File: src/rtl/serial_subtractor.sv
// Bit-serial W-bit subtractor: d = x - y - b_in, one bit per clock, LSB first.
// Operands are captured on an accepted start; d/b_out update only on completion.
module serial_subtractor #(
    parameter int W = 4
) (
    input  logic         clk,
    input  logic         reset,
    input  logic         start,
    input  logic [W-1:0] x,
    input  logic [W-1:0] y,
    input  logic         b_in,
    output logic         busy,
    output logic         done,
    output logic [W-1:0] d,
    output logic         b_out
);

    localparam int            CW   = (W > 1) ? $clog2(W) : 1;
    localparam logic [CW-1:0] LAST = CW'(W - 1);

    typedef enum logic {
        IDLE,
        RUN
    } state_t;

    state_t        r_state;
    state_t        w_state_next;

    logic [W-1:0]  r_xs;
    logic [W-1:0]  r_ys;
    logic          r_br;
    logic [CW-1:0] r_cnt;
    logic          r_done;
    logic [W-1:0]  r_d;
    logic          r_b_out;

    logic          w_accept;
    logic          w_last;
    logic          w_diff;
    logic          w_br_next;
    logic [W-1:0]  w_result;

    assign w_accept  = (r_state == IDLE) && start;
    assign w_last    = (r_state == RUN) && (r_cnt == LAST);
    assign w_diff    = r_xs[0] ^ r_ys[0] ^ r_br;
    assign w_br_next = (~r_xs[0] & r_ys[0]) | (~(r_xs[0] ^ r_ys[0]) & r_br);

    // The partial-result register holds only the W-1 bits finished before the
    // last step; the final bit is merged straight into d on completion.
    if (W == 1) begin : g_w1
        assign w_result = w_diff;
    end else begin : g_wn
        logic [W-2:0] r_acc;

        assign w_result = {w_diff, r_acc};

        always_ff @(posedge clk) begin
            if (reset) begin
                r_acc <= '0;
            end else if (r_state == RUN) begin
                r_acc <= w_result[W-1:1];
            end
        end
    end

    // NOTE: sequential state uses non-blocking (<=) so every register samples
    // pre-edge values; blocking here would create order-dependent simulation.
    always_ff @(posedge clk) begin
        if (reset) begin
            r_state <= IDLE;
        end else begin
            r_state <= w_state_next;
        end
    end

    // NOTE: default assignment first so no path leaves the output unassigned,
    // which would otherwise infer a latch.
    always_comb begin
        w_state_next = r_state;
        case (r_state)
            IDLE:    if (start) w_state_next = RUN;
            RUN:     if (r_cnt == LAST) w_state_next = IDLE;
            default: w_state_next = IDLE;
        endcase
    end

    always_ff @(posedge clk) begin
        if (reset) begin
            r_xs    <= '0;
            r_ys    <= '0;
            r_br    <= 1'b0;
            r_cnt   <= '0;
            r_done  <= 1'b0;
            r_d     <= '0;
            r_b_out <= 1'b0;
        end else begin
            r_done <= w_last;
            if (w_accept) begin
                r_xs  <= x;
                r_ys  <= y;
                r_br  <= b_in;
                r_cnt <= '0;
            end else if (r_state == RUN) begin
                r_xs  <= r_xs >> 1;
                r_ys  <= r_ys >> 1;
                r_br  <= w_br_next;
                r_cnt <= r_cnt + CW'(1);
            end
            if (w_last) begin
                r_d     <= w_result;
                r_b_out <= w_br_next;
            end
        end
    end

    assign busy  = (r_state == RUN);
    assign done  = r_done;
    assign d     = r_d;
    assign b_out = r_b_out;

endmodule

File: config.mk
export PLATFORM = sky130hd
export DESIGN_NAME = serial_subtractor
export DESIGN_NICKNAME = d
export VERILOG_FILES = /design/src/rtl/serial_subtractor.sv
export SDC_FILE = /design/constraint.sdc
export NUM_CORES = 1
export LEC_CHECK = 0
export CAP_MARGIN = 20
export CORE_AREA = 4 4 48 50
export DETAILED_ROUTE_END_ITERATION = 8
export DIE_AREA = 0 0 52 54
export PLACE_DENSITY = 0.83
export SETUP_SLACK_MARGIN = 0.15
export SLEW_MARGIN = 20
export SYNTH_ARGS = -nofsm -noshare
export SYNTH_HDL_FRONTEND = slang
export SYNTH_SLANG_ARGS = --single-unit
export TNS_END_PERCENT = 5
File: constraint.sdc
create_clock -name clk -period 1.9 [get_ports clk]
set_input_delay 0.285 -clock clk [delete_from_list [all_inputs] [get_ports clk]]
set_output_delay 0.285 -clock clk [all_outputs]
set_load 0.02 [all_outputs]
* Yosys cells after proc, flatten, opt, wreduce, memory -nomap -nowiden *
Index checks and enable logic that the tools add are counted.

storage, ports and cells
  latch bits = 0
  logic and storage cells = 32
  memories = 0
  input bits = 12
  bits in read-only memories = 0
  output and inout port bits = 7
  memory bits (writable) = 0
  register bits = 21

cells by class
  $mul = 0
  equal/unequal tests = 1
  add/sub/neg operators = 1
  divide/modulo/power cells = 0
  bitwise gates (word level) = 8
  $lt $le $gt $ge = 0
  reductions and logical operators = 4
  mux-type cells = 9
  shift operators = 0

operator list
  cell                                                           number
  4-bit 2-to-1 mux                                               4
  1-bit 2-to-1 mux                                               4
  1-bit NOT                                                      3
  2-bit by 1-bit adder with 2-bit output, second input constant  1
  1-bit bitwise AND                                              2
  2-bit equality test, second input constant                     1
  1-bit logical AND                                              2
  1-bit case mux with 2 select lines                             1
  2-bit nonzero test                                             1
  2-bit OR reduction                                             1
  1-bit XOR                                                      2
  1-bit OR                                                       1

* Logic depth before layout (Yosys ltp) *
  word-level depth = 6
  gate-level depth with buffers = 4
  mapped depth without buffers = 4

* Worst setup path before layout *
No wires, ideal clock.

  path kind = register to register
  start point = register r_ys[0]
  end point = register g_wn.r_acc[2]
  path slack = 791 ps
  data required time = 1772 ps
  clock period less this slack = 1109 ps
  cell stages (with the launch flop) = 5
  buffers on the path = 0
  data arrival time = 981 ps
  setup time = 128 ps
  path through = dfxtp_1 inv_1 fa_1 mux2i_1 nor2_1

on the way
  longest elaborated chain between the ends = 2

RTL lines
  item                     line  source
  start, declared          30    logic [W-1:0] r_ys;
  start signal, assigned   100   r_ys <= y;
  start signal, assigned   105   r_ys <= r_ys >> 1;
  1-bit XOR (2 in series)  45    assign w_diff = r_xs[0] ^ r_ys[0] ^ r_br;
  net w_diff               39    logic w_diff;
  end signal, assigned     61    r_acc <= w_result[W-1:1];
  end, declared            53    logic [W-2:0] r_acc;

The timed path passes the listed nets, and every way through them passes these cells.
A chain may end at the register's enable or synchronous reset.

* Worst setup path after layout *
  start point = register r_b_out, in the netlist b_out
  end point = output port b_out

RTL lines
  item                    line  source
  start, declared         35    logic r_b_out;
  start signal, assigned  111   r_b_out <= w_br_next;
  end, declared           15    output logic b_out

No word-level cell between the ends.

==> results.tsv <==
stage	metric	value	unit
status	outcome	finished clean	
global_routing	All-Layer GR Usage	0.1265	
sta	Hold Vio Cnt, Final	0	
finish	layout cells sized above 1	0.09346	
pwr	Max IR drop VDD	0.3063	mV
logic_synthesis	sequential area share after synthesis	0.4667	
finish	commonest non-fill, non-tap cells in the layout	dfxtp_1, clkdlybuf4s50_1, mux2i_1	
clocking	clock-pin slew on the worst setup and hold paths	110	ps
clocking	cts repair resizes	0	
logic_synthesis	Mean Syn Cell Area	10.12	sq um
pwr	clock share of power	0.259	
placed_design	Post-DP HPWL	1.150	mm
clocking	CTS tree	done	
sta	final setup TNS	0	ps
floorplanning	area of the die	2808	sq um
logic_synthesis	syn nets	103	
global_routing	largest net degree at the start of global routing	31	
sta	setup violators final	0	
pwr	sequential power share	0.584	
run	total of max-cap violations	0	
worst_setup_path	critical path type	reg2out	
pwr	sw power	204.9	uW
detailed_routing	DR WL/cell	11.82	microns
floorplanning	Rows	16	
finish	final net count	122	
worst_setup_path	crit-path max cell delay	610	ps
sta	Final Max Tran Viols	0	
floorplanning	die width	52	microns
sta	Worst Tran Pin Value	521.5	ps
placed_design	I/O Buffers	18	
worst_setup_path	r2r startpoint	r_ys[0]	
finish	Area Growth Syn to Fin	25.69	%
hold_path	worst hold path class	reg2reg	
clocking	Root Driver	clkbuf_4	
worst_setup_path	number of buffer and inverter stages on the critical path	1	
clocking	clock tree buffer depth	2	
hold_path	HP Start	g_wn.r_acc[1]	
floorplanning	Top-Level Pins	19	
clocking	Worst-Skew Late Latency	300	ps
sta	RSZ-0062 raised after global routing	false	
clocking	hold buffers post-CTS	0	
worst_setup_path	RR Endpoint	d[3]	
detailed_routing	Initial DRT Pass Iterations	4	
logic_synthesis	Mapped Cells	89	
clocking	Post-CTS Setup Bufs	0	
floorplanning	core area	1902	sq um
floorplanning	Initial Util	0.4737	
detailed_routing	First DRT Iteration DRCs	3	
worst_setup_path	crit-path max FO	2	
pwr	Power Dens Cells	723.8	nW/um^2
sta	Max Clock Skew	5.021	ps
hold_path	sink of the worst hold path	d[1]	
worst_setup_path	CP startpoint kind	register	
detailed_routing	drt drc	0	
detailed_routing	Post-DRT Antenna Nets	0	
worst_setup_path	slowest CP cell	clkdlybuf4s50_1	
worst_setup_path	Worst R2R Setup Slack	680	ps
pwr	total design power	819.5	uW
pwr	Pleak	0.4410	nW
global_routing	global route overflow	0	
worst_setup_path	critical path required time	1620	ps
hold_path	hold path depth	2	
clocking	H-Tree Level Count	1	
worst_setup_path	kind of cell adding the most delay to the critical path	buffers and inverters	
clocking	clock sinks	21	
placed_design	Place WS	347.5	ps
sta	Tmin final	1551	ps
global_routing	initial antenna violation count	0	
pwr	Comb power frac	0.157	
worst_setup_path	Worst Path Arrival	1270	ps
logic_synthesis	FF+latch count, synth	21	
sta	Relative slew margins	0.6512	
global_routing	vias in the first global route	607	
worst_setup_path	Cell Chain, Critical Path	clkdlybuf4s50_1	
worst_setup_path	Crit. End Element	output pin	
detailed_routing	final WL	1.584	mm
sta	period utilization	0.8165	
global_routing	first-pass GRT wire length	2.594	mm
finish	n_diodes	0	
detailed_routing	total number of vias	697	
placed_design	Placer Congestion	0.7333	
logic_synthesis	Yosys cell types	21	
logic_synthesis	Yosys Warn Count	0	
pwr	switching part of the total power	0.2500	
finish	most common cell after layout, fill and taps aside	dfxtp_1	
worst_setup_path	Reg2Reg Depth	4	
floorplanning	Die Y	54	microns
sta	Final Worst Setup Slack	348.6	ps
detailed_routing	Via density	5.201	
logic_synthesis	Post-Syn Area	900.9	sq um
pwr	Int Power	614.7	uW
worst_setup_path	CP Launch Point	b_out	
sta	FMAX	644.6	MHz
clocking	CTS Buf Count	3	
-- flip-flops by register name (all words and copies together), names as in the netlist --
signal and flops:
g_wn.r_acc 3, r_br 1, b_out 1, r_cnt 2, d 4, r_ys 4
busy 1, done 1, r_xs 4
-- logic make-up (layout without fill, tap and decap cells) --
kind of cell	after synthesis	count (layout)	share of synthesized area
flip-flops	21	21	0.4667
AND/OR/NAND/NOR	23	23	0.1403
buffers and inverters	10	28	0.06111
AO/OA/AOI/OAI	21	21	0.1625
multiplexers	12	12	0.1333
adder cells (fa/ha/maj)	2	2	0.03611
-- worst max path at each step --
stage	slack [ps]	to	cells after the start
after CTS	330	b_out	1
after floorplan	790	g_wn.r_acc[2]	4
after global routing	320	d[0]	1
after detailed placement	350	r_xs[0]	4
final	350	b_out	1
after global placement	380	r_xs[2]	4
-- metrics by stage --
stage | hold WS [ps] | util | cell area, sq um | cells
detailed placement | 479.5 | 0.5816 | 1106 | 130
finish | 495.6 | 0.5954 | 1132 | 134
floorplan | 424.3 | - | 900.9 | 89
global route | 533.6 | 0.5954 | 1132 | 134
CTS | 498.9 | 0.5954 | 1132 | 134
global placement | 468.8 | 0.5816 | 1106 | 130
-- layer usage --
| layer | vias up | global-route usage | share of wire |
|---|---|---|---|
| li1 | 347 | - | - |
| met4 | 0 | 0.09170 | 0.030 |
| met1 | 331 | 0.1641 | 0.47 |
| met3 | 5 | 0.01662 | 0.033 |
| met2 | 14 | 0.1925 | 0.47 |
| met5 | - | 0 | 0 |
-- synthesized netlist by cell type --
| cell type | number | share of area |
|---|---|---|
| dfxtp_1 | 21 | 0.47 |
| nor2b_1 | 6 | 0.042 |
| a21oi_1 | 9 | 0.050 |
| mux2i_1 | 12 | 0.13 |
| nor3_1 | 2 | 0.011 |
| inv_1 | 3 | 0.012 |
| buf_6 | 1 | 0.012 |
| buf_2 | 2 | 0.011 |
| fa_1 | 1 | 0.022 |
| a311oi_1 | 1 | 0.0097 |
| clkbuf_1 | 2 | 0.0083 |
| nand3_1 | 4 | 0.022 |
| or3b_1 | 2 | 0.019 |
| nor2_1 | 4 | 0.017 |
| a21o_1 | 1 | 0.0083 |
| a211oi_1 | 6 | 0.050 |
| a21bo_2 | 4 | 0.044 |
| buf_4 | 2 | 0.017 |
| nand2_1 | 2 | 0.0083 |
| nand2b_1 | 3 | 0.021 |
| ha_1 | 1 | 0.014 |
-- worst min-delay path, stage by stage (launching register included) --
cell,delay (ps)
dfxtp_1,340
nand3_1,70
a21oi_1,50
-- area by class of cell --
class | instances | area (sq um)
inverter | 3 | 11.26
timing repair buffer | 21 | 215.2
sequential | 21 | 420.4
fill | 169 | 769.5
multi-input combinational | 58 | 425.4
tap | 27 | 33.78
clock buffer | 4 | 26.28
-- power by group through the flow --
stage / sequential [mW] / combinational, mW / clock (mW)
floorplan: 0.488 / 0.0840 / 0
global placement: 0.488 / 0.125 / 0
detailed placement: 0.488 / 0.130 / 0
CTS: 0.479 / 0.130 / 0.223
global route: 0.481 / 0.142 / 0.235
finish: 0.478 / 0.129 / 0.212
(Power assumes the default switching activity.)
